$ cat config.mk
export PLATFORM = sky130hd
export DESIGN_NAME = spi_burst_master_flat
export DESIGN_NICKNAME = d
export VERILOG_FILES = /design/src/rtl/spi_burst_master_if.sv /design/src/rtl/spi_burst_master.sv /design/src/flat_wrapper.sv
export SDC_FILE = /design/constraint.sdc
export NUM_CORES = 1
export LEC_CHECK = 0
export ABC_CLOCK_PERIOD_IN_PS = 2700
export CAP_MARGIN = 20
export CELL_PAD_IN_SITES_DETAIL_PLACEMENT = 1
export CELL_PAD_IN_SITES_GLOBAL_PLACEMENT = 1
export CORE_ASPECT_RATIO = 2
export CORE_MARGIN = 3
export CORE_UTILIZATION = 40
export CTS_CLUSTER_DIAMETER = 120
export DETAILED_ROUTE_END_ITERATION = 8
export GPL_ROUTABILITY_DRIVEN = 0
export PLACE_DENSITY_LB_ADDON = 0.1
export SYNTH_ARGS = -nofsm -noshare
export SYNTH_HDL_FRONTEND = slang
export SYNTH_SLANG_ARGS = --single-unit
export TNS_END_PERCENT = 30
$ cat constraint.sdc
create_clock -name clk -period 2.7 [get_ports clk]
set_input_delay 0.405 -clock clk [delete_from_list [all_inputs] [get_ports clk]]
set_output_delay 0.405 -clock clk [all_outputs]
set_load 0.05 [all_outputs]
$ cat src/rtl/spi_burst_master_if.sv
// rtl/spi_burst_master_if.sv - control, byte-stream and SPI pin bundle for the burst master
interface spi_burst_master_if #(
   parameter int ADDR_W  = 6,
   parameter int DATA_W  = 8,
   parameter int BURST_W = 4
);
   logic               start;
   logic               rw;
   logic [ADDR_W-1:0]  addr;
   logic [BURST_W-1:0] burst_len;
   logic [DATA_W-1:0]  wr_data;
   logic               wr_valid;
   logic               wr_ready;
   logic [DATA_W-1:0]  rd_data;
   logic               rd_valid;
   logic               busy;
   logic               done;
   logic               spi_sclk;
   logic               spi_cs_n;
   logic               spi_mosi;
   logic               spi_miso;

   // the SPI master itself
   modport master (
      input  start, rw, addr, burst_len, wr_data, wr_valid, spi_miso,
      output wr_ready, rd_data, rd_valid, busy, done, spi_sclk, spi_cs_n, spi_mosi
   );

   // the controller / sensor side
   modport slave (
      output start, rw, addr, burst_len, wr_data, wr_valid, spi_miso,
      input  wr_ready, rd_data, rd_valid, busy, done, spi_sclk, spi_cs_n, spi_mosi
   );
endinterface

$ cat src/rtl/spi_burst_master.sv
// rtl/spi_burst_master.sv - mode-3 SPI master sending a header byte plus a data burst per CS frame
module spi_burst_master #(
   parameter int CLK_DIV = 4,
   parameter int ADDR_W  = 6,
   parameter int DATA_W  = 8,
   parameter int BURST_W = 4
) (
   input  logic               clk,
   input  logic               rst,
   spi_burst_master_if.master bus
);
   localparam int DIV_W = $clog2(CLK_DIV);
   localparam int BIT_W = $clog2(DATA_W);
   localparam int REQ_W = BURST_W + 1;
   localparam logic [DIV_W-1:0] DIV_LAST = DIV_W'(CLK_DIV - 1);
   localparam logic [BIT_W-1:0] BIT_LAST = BIT_W'(DATA_W - 1);

   typedef enum logic [2:0] {IDLE, SETUP, HDR, DATA, HOLD} state_t;

   state_t             state;
   logic [DIV_W-1:0]   div_cnt;
   logic [BIT_W-1:0]   bit_cnt;
   logic [BURST_W-1:0] byte_cnt;
   logic [BURST_W-1:0] len_q;
   logic               rw_q;
   logic [DATA_W-1:0]  sh;
   logic [DATA_W-2:0]  rx;
   logic [DATA_W-1:0]  hold_reg;
   logic               hold_full;
   logic [REQ_W-1:0]   req_left;
   logic               sclk_q;
   logic               cs_n_q;
   logic               mosi_q;
   logic               busy_q;
   logic               done_q;
   logic [DATA_W-1:0]  rd_data_q;
   logic               rd_valid_q;
   logic [DATA_W-1:0]  hdr;
   logic               wr_ready_w;
   logic               wr_fire;

   // header byte {rw, multi-byte flag, start address}
   assign hdr        = {bus.rw, |bus.burst_len, bus.addr[ADDR_W-1:0]};
   // ask for write bytes only while there is room and the burst still needs bytes
   assign wr_ready_w = busy_q & ~rw_q & ~hold_full & (req_left != '0);
   assign wr_fire    = bus.wr_valid & wr_ready_w;

   assign bus.wr_ready = wr_ready_w;
   assign bus.rd_data  = rd_data_q;
   assign bus.rd_valid = rd_valid_q;
   assign bus.busy     = busy_q;
   assign bus.done     = done_q;
   assign bus.spi_sclk = sclk_q;
   assign bus.spi_cs_n = cs_n_q;
   assign bus.spi_mosi = mosi_q;

   // frame sequencer: SCLK generation, shifting, holding register and stream handshakes
   always_ff @(posedge clk) begin
      if (rst) begin
         state      <= IDLE;
         div_cnt    <= '0;
         bit_cnt    <= '0;
         byte_cnt   <= '0;
         len_q      <= '0;
         rw_q       <= 1'b0;
         sh         <= '0;
         rx         <= '0;
         hold_reg   <= '0;
         hold_full  <= 1'b0;
         req_left   <= '0;
         sclk_q     <= 1'b1;
         cs_n_q     <= 1'b1;
         mosi_q     <= 1'b0;
         busy_q     <= 1'b0;
         done_q     <= 1'b0;
         rd_data_q  <= '0;
         rd_valid_q <= 1'b0;
      end else begin
         rd_valid_q <= 1'b0;
         done_q     <= 1'b0;
         if (wr_fire) begin
            hold_reg  <= bus.wr_data;
            hold_full <= 1'b1;
            req_left  <= req_left - REQ_W'(1);
         end
         case (state)
            IDLE: begin
               // busy is still high in the done cycle, so a start there is dropped
               busy_q <= 1'b0;
               if (bus.start && !busy_q) begin
                  rw_q     <= bus.rw;
                  len_q    <= bus.burst_len;
                  req_left <= bus.rw ? '0 : REQ_W'(bus.burst_len) + REQ_W'(1);
                  sh       <= hdr;
                  mosi_q   <= hdr[DATA_W-1];
                  cs_n_q   <= 1'b0;
                  busy_q   <= 1'b1;
                  div_cnt  <= '0;
                  bit_cnt  <= '0;
                  byte_cnt <= '0;
                  state    <= SETUP;
               end
            end
            SETUP: begin
               if (div_cnt != DIV_LAST) begin
                  div_cnt <= div_cnt + DIV_W'(1);
               end else begin
                  sclk_q  <= 1'b0;
                  mosi_q  <= sh[DATA_W-1];
                  sh      <= sh << 1;
                  div_cnt <= '0;
                  state   <= HDR;
               end
            end
            HDR, DATA: begin
               if (div_cnt != DIV_LAST) begin
                  div_cnt <= div_cnt + DIV_W'(1);
               end else if (!sclk_q) begin
                  // rising edge: miso has been stable since the slave's falling-edge update
                  sclk_q  <= 1'b1;
                  div_cnt <= '0;
                  rx      <= {rx[DATA_W-3:0], bus.spi_miso};
                  if (state == DATA && rw_q && bit_cnt == BIT_LAST) begin
                     rd_data_q  <= {rx, bus.spi_miso};
                     rd_valid_q <= 1'b1;
                  end
               end else if (bit_cnt != BIT_LAST) begin
                  sclk_q  <= 1'b0;
                  div_cnt <= '0;
                  mosi_q  <= sh[DATA_W-1];
                  sh      <= sh << 1;
                  bit_cnt <= bit_cnt + BIT_W'(1);
               end else if (state == DATA && byte_cnt == len_q) begin
                  div_cnt <= '0;
                  state   <= HOLD;
               end else if (rw_q || hold_full) begin
                  sclk_q  <= 1'b0;
                  div_cnt <= '0;
                  bit_cnt <= '0;
                  mosi_q  <= rw_q ? 1'b0 : hold_reg[DATA_W-1];
                  sh      <= rw_q ? '0 : {hold_reg[DATA_W-2:0], 1'b0};
                  if (!rw_q) hold_full <= 1'b0;
                  if (state == DATA) byte_cnt <= byte_cnt + BURST_W'(1);
                  state   <= DATA;
               end
               // otherwise a write byte is missing: SCLK parks high with the divider at its last count
            end
            HOLD: begin
               if (div_cnt != DIV_LAST) begin
                  div_cnt <= div_cnt + DIV_W'(1);
               end else begin
                  cs_n_q <= 1'b1;
                  mosi_q <= 1'b0;
                  done_q <= 1'b1;
                  state  <= IDLE;
               end
            end
            default: state <= IDLE;
         endcase
      end
   end
endmodule

$ cat src/flat_wrapper.sv
// flat-port wrapper written by rule: the top's interface ports become plain ports
module spi_burst_master_flat 
#(
   parameter int CLK_DIV = 4,
   parameter int ADDR_W  = 6,
   parameter int DATA_W  = 8,
   parameter int BURST_W = 4
)
  (clk, rst, bus_start, bus_rw, bus_addr, bus_burst_len, bus_wr_data, bus_wr_valid, bus_spi_miso, bus_wr_ready, bus_rd_data, bus_rd_valid, bus_busy, bus_done, bus_spi_sclk, bus_spi_cs_n, bus_spi_mosi);
  spi_burst_master_if #(.ADDR_W(ADDR_W), .DATA_W(DATA_W), .BURST_W(BURST_W)) bus_i ();
  input  logic clk;
  input  logic rst;
  input wire logic [$bits(bus_i.start)-1:0] bus_start;
  input wire logic [$bits(bus_i.rw)-1:0] bus_rw;
  input wire logic [$bits(bus_i.addr)-1:0] bus_addr;
  input wire logic [$bits(bus_i.burst_len)-1:0] bus_burst_len;
  input wire logic [$bits(bus_i.wr_data)-1:0] bus_wr_data;
  input wire logic [$bits(bus_i.wr_valid)-1:0] bus_wr_valid;
  input wire logic [$bits(bus_i.spi_miso)-1:0] bus_spi_miso;
  output wire logic [$bits(bus_i.wr_ready)-1:0] bus_wr_ready;
  output wire logic [$bits(bus_i.rd_data)-1:0] bus_rd_data;
  output wire logic [$bits(bus_i.rd_valid)-1:0] bus_rd_valid;
  output wire logic [$bits(bus_i.busy)-1:0] bus_busy;
  output wire logic [$bits(bus_i.done)-1:0] bus_done;
  output wire logic [$bits(bus_i.spi_sclk)-1:0] bus_spi_sclk;
  output wire logic [$bits(bus_i.spi_cs_n)-1:0] bus_spi_cs_n;
  output wire logic [$bits(bus_i.spi_mosi)-1:0] bus_spi_mosi;
  assign bus_i.start = bus_start;
  assign bus_i.rw = bus_rw;
  assign bus_i.addr = bus_addr;
  assign bus_i.burst_len = bus_burst_len;
  assign bus_i.wr_data = bus_wr_data;
  assign bus_i.wr_valid = bus_wr_valid;
  assign bus_i.spi_miso = bus_spi_miso;
  assign bus_wr_ready = bus_i.wr_ready;
  assign bus_rd_data = bus_i.rd_data;
  assign bus_rd_valid = bus_i.rd_valid;
  assign bus_busy = bus_i.busy;
  assign bus_done = bus_i.done;
  assign bus_spi_sclk = bus_i.spi_sclk;
  assign bus_spi_cs_n = bus_i.spi_cs_n;
  assign bus_spi_mosi = bus_i.spi_mosi;
  spi_burst_master #(.CLK_DIV(CLK_DIV), .ADDR_W(ADDR_W), .DATA_W(DATA_W), .BURST_W(BURST_W)) u_core (.clk(clk), .rst(rst), .bus(bus_i));
endmodule
==> key figures, run 1 <==
Detailed routing
  – Total wire length: 8050 um
  – First drt pass iteration count: 4
  – Starting DRT DRC Count: 99
  – Vias per cell: 5.60
  – DR WL/cell: 16.9 um
  – Routed vias: 2670
  – Drt drc: 0
  – Antenna-violating nets left: 0

Outcome
  – Outcome: completed

Critical path
  – R2r startpoint: u_core.state[1]$_SDFFE_PP0P_
  – Crit path kind: flop to primary output
  – R2r endpoint: u_core.div_cnt[1]$_SDFFE_PP0P_
  – Crit path largest cell delay: 480 ps
  – Arr. time, crit path: 1880 ps
  – Stages on the worst setup path: 5
  – CP max-delay cell: or4b_1
  – Critical Path Start Type: flop
  – Worst-case reg-to-reg path depth: 5
  – Worst path top cell family by delay: simple AND/OR/NAND/NOR gates
  – CP required: 2300 ps
  – Setup crit start: u_core.req_left[0]$_SDFF_PP0_
  – WP buf/inv: 2
  – R2R setup slack: 460 ps
  – CP cell instances: inv_1 > ha_1 > or4b_1 > and3_1 > dlymetal6s2s_1
  – CP endpoint kind: primary output
  – Critical Path Fanout Max: 3

Min path
  – Hold depth: 2
  – Hold EP: u_core.rx[6]$_SDFFE_PP0P_
  – Hold Path Class: flop to flop
  – Min-delay src: u_core.rx[6]$_SDFFE_PP0P_

Yosys
  – Async set-reset flop share out of synthesis: 0%
  – Mapped Avg Cell Area: 8.59 sq um
  – Syn Inst Count: 344
  – Main synth FF type: dfxtp_1
  – Compound-Gate Fraction of Synth Area: 17.7%
  – Netlist Area Pre-Place: 0.00296 sq mm
  – Sequential share of the synthesized area: 40.6%
  – Synth top area cells: dfxtp_1, mux2i_1, nor2_1
  – Synth top cells by count: dfxtp_1, nor2_1, nand2_1, a21oi_1, mux2i_1
  – Post-synthesis xor/xnor area fraction: 3.26%
  – Post-synth EDFFs: 0
  – Largest family of logic cells by synthesized area: simple AND/OR/NAND/NOR gates
  – Syn Nets: 375
  – Post-synth top area share: 40.6%
  – Synth area leader: dfxtp_1
  – Syn. warnings: 0
  – Seq cells post-synth: 60
  – Multiplexer share of the synthesized area: 6.86%
  – Simple-Gate Fraction of Synth Area: 23.7%
  – Most frequent cell after synthesis: dfxtp_1
  – Distinct cells, synth: 57
  – Synth Area in Adders: 2.96%

GRT
  – Wire length of the first global-routing pass: 13400 um
  – GRT Util Overall: 20.7%
  – Overflow after GRT: 0
  – Initial antenna violation count: 0
  – Pin count of the biggest net entering global routing: 38
  – Vias in the first global route: 2815

Clock network
  – Clock-pin slew on the worst setup and hold paths: 50 ps
  – CTS root buffer: clkbuf_16
  – H-tree depth: 3
  – CTS Sinks: 60
  – TritonCTS buffer count: 9
  – Post-CTS setup repair buffer count: 0
  – CTS tree: built
  – Clock Latency Late Sink: 330 ps
  – Worst-case clock buffer depth: 2

Cells and area
  – Fraction of layout cells with a size suffix above 1: 9.04%
  – Nets: 415
  – N_diodes: 0
  – Area grow syn2layout: 25.4%
  – FILL cells: 840
  – Final instance area: 0.00371 sq mm

Floorplan
  – Chip width: 66.8 um
  – Initial core utilization: 41.9%
  – Die area: 0.00852 sq mm
  – Ports: 39
  – Core ar.: 0.00705 sq mm
  – Die H: 128 um
  – Placement Rows: 43

Power and ir drop
  – P_sw: 1.27 mW
  – Power Dens Cells: 947 mW/mm^2
  – Switching part of the total power: 36.2%
  – VDD IR max: 0.000519 V
  – Int Power: 2.24 mW
  – Leakage: 1.37 nW
  – Comb pwr share: 36.8%
  – Clock share of power: 29.8%
  – Flop pwr share: 33.4%

Placement
  – PortBufs: 38
  – Detail Placement HPWL: 5900 um
  – Placed cell area: 0.00343 sq mm

Timing
  – Worst Skew: 5.97 ps
  – Final Cycle Share: 84.7%
  – Final count of negative-setup-slack endpoints: 0
  – Final hold viol count: 0
  – Fmax: 437 MHz
  – Least-Margin Pin Slew: 842 ps
  – Setup TNS: 0 ps
  – Count of pins over their slew limit: 0
  – Slew headroom: 43.5%
  – RSZ-0062 raised after global routing: false
  – Period minus WS final: 2290 ps

Job
  – Max Cap Viol: 0
-- power by group through the flow --
stage	Combinational, mW	Clock (mW)	Sequential, mW
6_report	1.29	1.05	1.17
5_1_grt	1.43	1.12	1.19
4_1_cts	1.30	1.08	1.17
3_5_place_dp	1.29	0	1.19
3_3_place_gp	1.26	0	1.18
2_1_floorplan	0.940	0	1.18
-- layout by cell type (no fill, tap or decap), drive strengths merged, types with 3 or more instances in the layout --
| master | count |
|---|---|
| nor2 | 45 |
| mux2i | 18 |
| or4b | 3 |
| and3 | 8 |
| a211oi | 10 |
| clkbuf | 12 |
| nand2b | 7 |
| o21ai | 10 |
| dfxtp | 60 |
| inv | 9 |
| ha | 7 |
| xnor2 | 9 |
| buf | 13 |
| and2 | 3 |
| a21oi | 24 |
| nand3 | 10 |
| nand2 | 35 |
| clkdlybuf4s50 | 36 |
| a2111oi | 3 |
| nor3 | 13 |
| a221oi | 7 |
| nor2b | 5 |
-- per-layer routing --
layer,global-route usage [%],vias to the layer above,share of wire (%)
met4,9.46,0,2.9
met1,21.0,1298,38
met5,0,-,0
met2,38.6,50,57
li1,-,1308,-
met3,4.31,14,2.7
-- cell type report --
cell class | count | area (sq um) | share of cell area (%)
multi-input combinational | 254 | 1620 | 43.6
clock buffer | 12 | 267 | 7.19
inverter | 9 | 33.8 | 0.911
tap | 90 | 113 | 3.04
timing repair buffer | 50 | 468 | 12.6
clock inverter | 2 | 10.0 | 0.270
sequential | 60 | 1200 | 32.4
-- worst register-to-register path: stages (launching register included) --
cell      delay, ps
dfxtp_1         640
inv_1           240
or4_1           550
a211oi_2        410
or4b_1          190
a21oi_1          60
-- cell families (layout without fill, tap and decap cells) --
logic type,count (synthesis),after routing
XOR/XNOR,11,11
AO/OA/AOI/OAI,72,72
AND/OR/NAND/NOR,144,144
buffers and inverters,30,73
flip-flops,60,60
adder cells (fa/ha/maj),7,7
multiplexers,20,20
-- worst max-delay path by stage --
stage	end	slack [ps]
final	bus_wr_ready	410
after global routing	u_core.sh[3]$_SDFFE_PP0P_	250
after CTS	bus_wr_ready	4
after detailed placement	u_core.byte_cnt[2]$_SDFFE_PP0P_	330
after global placement	u_core.byte_cnt[2]$_SDFFE_PP0P_	360
after floorplan	u_core.byte_cnt[2]$_SDFFE_PP0P_	660
-- repair_timing --
item	4_1_cts	5_1_grt
setup endpoints to repair	0	1
hold buffers	0	0
gates resized for setup	0	1
-- stage by stage --
step                cells  worst slack (ps)  total power [mW]  hold slack [ps]  utilization, %
floorplan             344               657              2.12              436               -
finish                477               413              3.51              467            52.6
detailed placement    463               335              2.47              458            48.7
global route          477               251              3.74              484            52.6
CTS                   477              4.47              3.55              469            52.6
global placement      463               362              2.44              456            48.7
(Power assumes the default switching activity.)
==> inputs of run 2 (changes only) <==
--- a/config.mk
+++ b/config.mk
@@ -5,13 +5,13 @@
 export SDC_FILE = /design/constraint.sdc
 export NUM_CORES = 1
 export LEC_CHECK = 0
-export ABC_CLOCK_PERIOD_IN_PS = 2700
+export ABC_CLOCK_PERIOD_IN_PS = 1950
 export CAP_MARGIN = 20
 export CELL_PAD_IN_SITES_DETAIL_PLACEMENT = 1
 export CELL_PAD_IN_SITES_GLOBAL_PLACEMENT = 1
 export CORE_ASPECT_RATIO = 2
 export CORE_MARGIN = 3
-export CORE_UTILIZATION = 40
+export CORE_UTILIZATION = 37
 export CTS_CLUSTER_DIAMETER = 120
 export DETAILED_ROUTE_END_ITERATION = 8
 export GPL_ROUTABILITY_DRIVEN = 0
==> constraint.sdc (replaced) <==
create_clock -name clk -period 1.95 [get_ports clk]
set_input_delay 0.2925 -clock clk [delete_from_list [all_inputs] [get_ports clk]]
set_output_delay 0.2925 -clock clk [all_outputs]
set_load 0.05 [all_outputs]
==> run 2 against run 1 <==
- the run now ends with setup timing left
- hold slack got worse by 3.6 ps
- total power increased by 63%
- cell area increased by 14%
- final cell count increased by 10%
- via count increased by 7.0%
- clock power increased by 49%
- register-to-register slack got worse by 450 ps
- sequential cell count unchanged
- core utilization increased by 2.7 points
- clock skew about the same
- die area increased by 7.6%
- largest cell class unchanged
==> key figures, run 2 (same netlist as run 1, synthesis figures left out) <==
Outcome
  – Outcome: complete, but fails checks
  – Failing checks: setup timing

Floorplan
  – Placement Rows: 45
  – Initial core utilization: 38.6%
  – Die area: 0.00916 sq mm
  – Ports: 39
  – Core ar.: 0.00766 sq mm
  – Chip width: 69.2 um
  – Die H: 132 um

Critical path
  – CP required: 1660 ps
  – Critical Path Start Type: flop
  – CP endpoint kind: primary output
  – Critical Path Fanout Max: 2
  – Arr. time, crit path: 1690 ps
  – Crit path kind: flop to primary output

Timing
  – Final count of negative-setup-slack endpoints: 1
  – Setup TNS: -27.7 ps
  – Final hold viol count: 0
  – Final WS setup: -27.7 ps
  – RSZ-0062 raised after global routing: true
  – Hold_ws: 463 ps
  – Final Cycle Share: 101%
  – Least-Margin Pin Slew: 639 ps
  – Slew headroom: 57.4%
  – Period minus WS final: 1980 ps
  – Fmax: 506 MHz
  – Count of pins over their slew limit: 0
  – Worst Skew: 5.87 ps

Power and ir drop
  – Leakage: 1.61 nW
  – Tot Pwr: 5.72 mW
  – Power Dens Cells: 1350 mW/mm^2
  – VDD IR max: 0.000718 V

Placement
  – Detail Placement HPWL: 6590 um
  – PortBufs: 38

GRT
  – Vias in the first global route: 2964
  – Pin count of the biggest net entering global routing: 34
  – GRT Util Overall: 20.1%
  – Wire length of the first global-routing pass: 14500 um
  – Initial antenna violation count: 0
  – Overflow after GRT: 0

Clock network
  – TritonCTS buffer count: 9
  – CTS Sinks: 60
  – Clock-pin slew on the worst setup and hold paths: 50 ps
  – CTS root buffer: clkbuf_16
  – Worst-case clock buffer depth: 2
  – CTS tree: built
  – CTS Hold Bufs: 0
  – H-tree depth: 3
  – Clock Latency Late Sink: 330 ps

Cells and area
  – Finished Core Util: 55.4%
  – Commonest non-fill, non-tap cell in the layout: buf_4
  – Commonest cells after routing, fill and taps aside: buf_4, dfxtp_1, nor2_1
  – Fraction of layout cells with a size suffix above 1: 26.0%
  – N_diodes: 0
  – Area grow syn2layout: 43.4%
  – Nets: 459

Job
  – Max Cap Viol: 0

Detailed routing
  – Antenna-violating nets left: 0
  – Total wire length: 9090 um
  – DR WL/cell: 17.3 um
  – Vias per cell: 5.44
  – Drt drc: 0
  – First drt pass iteration count: 5
  – Routed vias: 2857
  – Starting DRT DRC Count: 95

Min path
  – Hold Path Class: flop to flop
==> run 2: cell types whose count changed in the layout (fill, tap and decap cells not counted), sizes merged <==
cell,before,now
clkinv,2,1
buf,13,59
clkdlybuf4s50,36,34
bufinv,0,1
==> run 2: metal layers <==
layer | GRT usage (%) | vias to the layer above | wire length, um
li1 | - | 1400 | -
met1 | 20.0 | 1378 | 3250
met2 | 38.1 | 61 | 5300
met3 | 4.49 | 18 | 277
met4 | 9.89 | 0 | 267
met5 | 0 | - | 0
==> run 2: final timing paths <==
| check | to | from | slack (ps) | cells after the start |
|---|---|---|---|---|
| worst max-delay path | bus_wr_ready | u_core.req_left[0]$_SDFF_PP0_ | -30 | 5 |
| worst max register to register | u_core.bit_cnt[0]$_SDFFE_PP0P_ | u_core.div_cnt[1]$_SDFFE_PP0P_ | 10 | 8 |
| worst min register to register | u_core.rx[6]$_SDFFE_PP0P_ | u_core.rx[6]$_SDFFE_PP0P_ | 460 | 2 |
| worst min-delay path | u_core.rx[6]$_SDFFE_PP0P_ | u_core.rx[6]$_SDFFE_PP0P_ | 460 | 2 |
==> run 2: timing repair <==
item,in CTS,in global routing
pin swaps,5,4
setup buffers,4,2
endpoints found under the setup margin,21,21
resized for setup,21,25
==> run 2: cell type report <==
cell class	count	area (sq um)
Inverter	9	33.8
Clock inverter	2	35.0
Timing Repair Buffer	94	833
Tap cell	94	118
Sequential cell	60	1220
Clock buffer	12	256
Multi-Input combinational cell	254	1740
Fill cell	902	3420
==> run 2: through the flow <==
stage	std cells	instance area [sq um]	setup WS, ps
after global placement	505	3740	-122
after global routing	525	4240	-125
after CTS	523	4150	-32.7
after detailed placement	505	3740	-201
final	525	4240	-27.7
after floorplan	344	2960	20.0
==> run 2: worst max-delay path, cell delays in order, from the launching register on <==
cell and delay, ps:
dfxtp_2 320, inv_2 70, ha_4 130, or4b_4 490, and3_4 200, buf_8 140
==> run 2: power by group <==
part	switching (mW)	internal, mW	total (mW)
sequential	0.190	1.44	1.63
clock	0.525	1.04	1.56
combinational	1.29	1.23	2.52
total	2.01	3.71	5.72
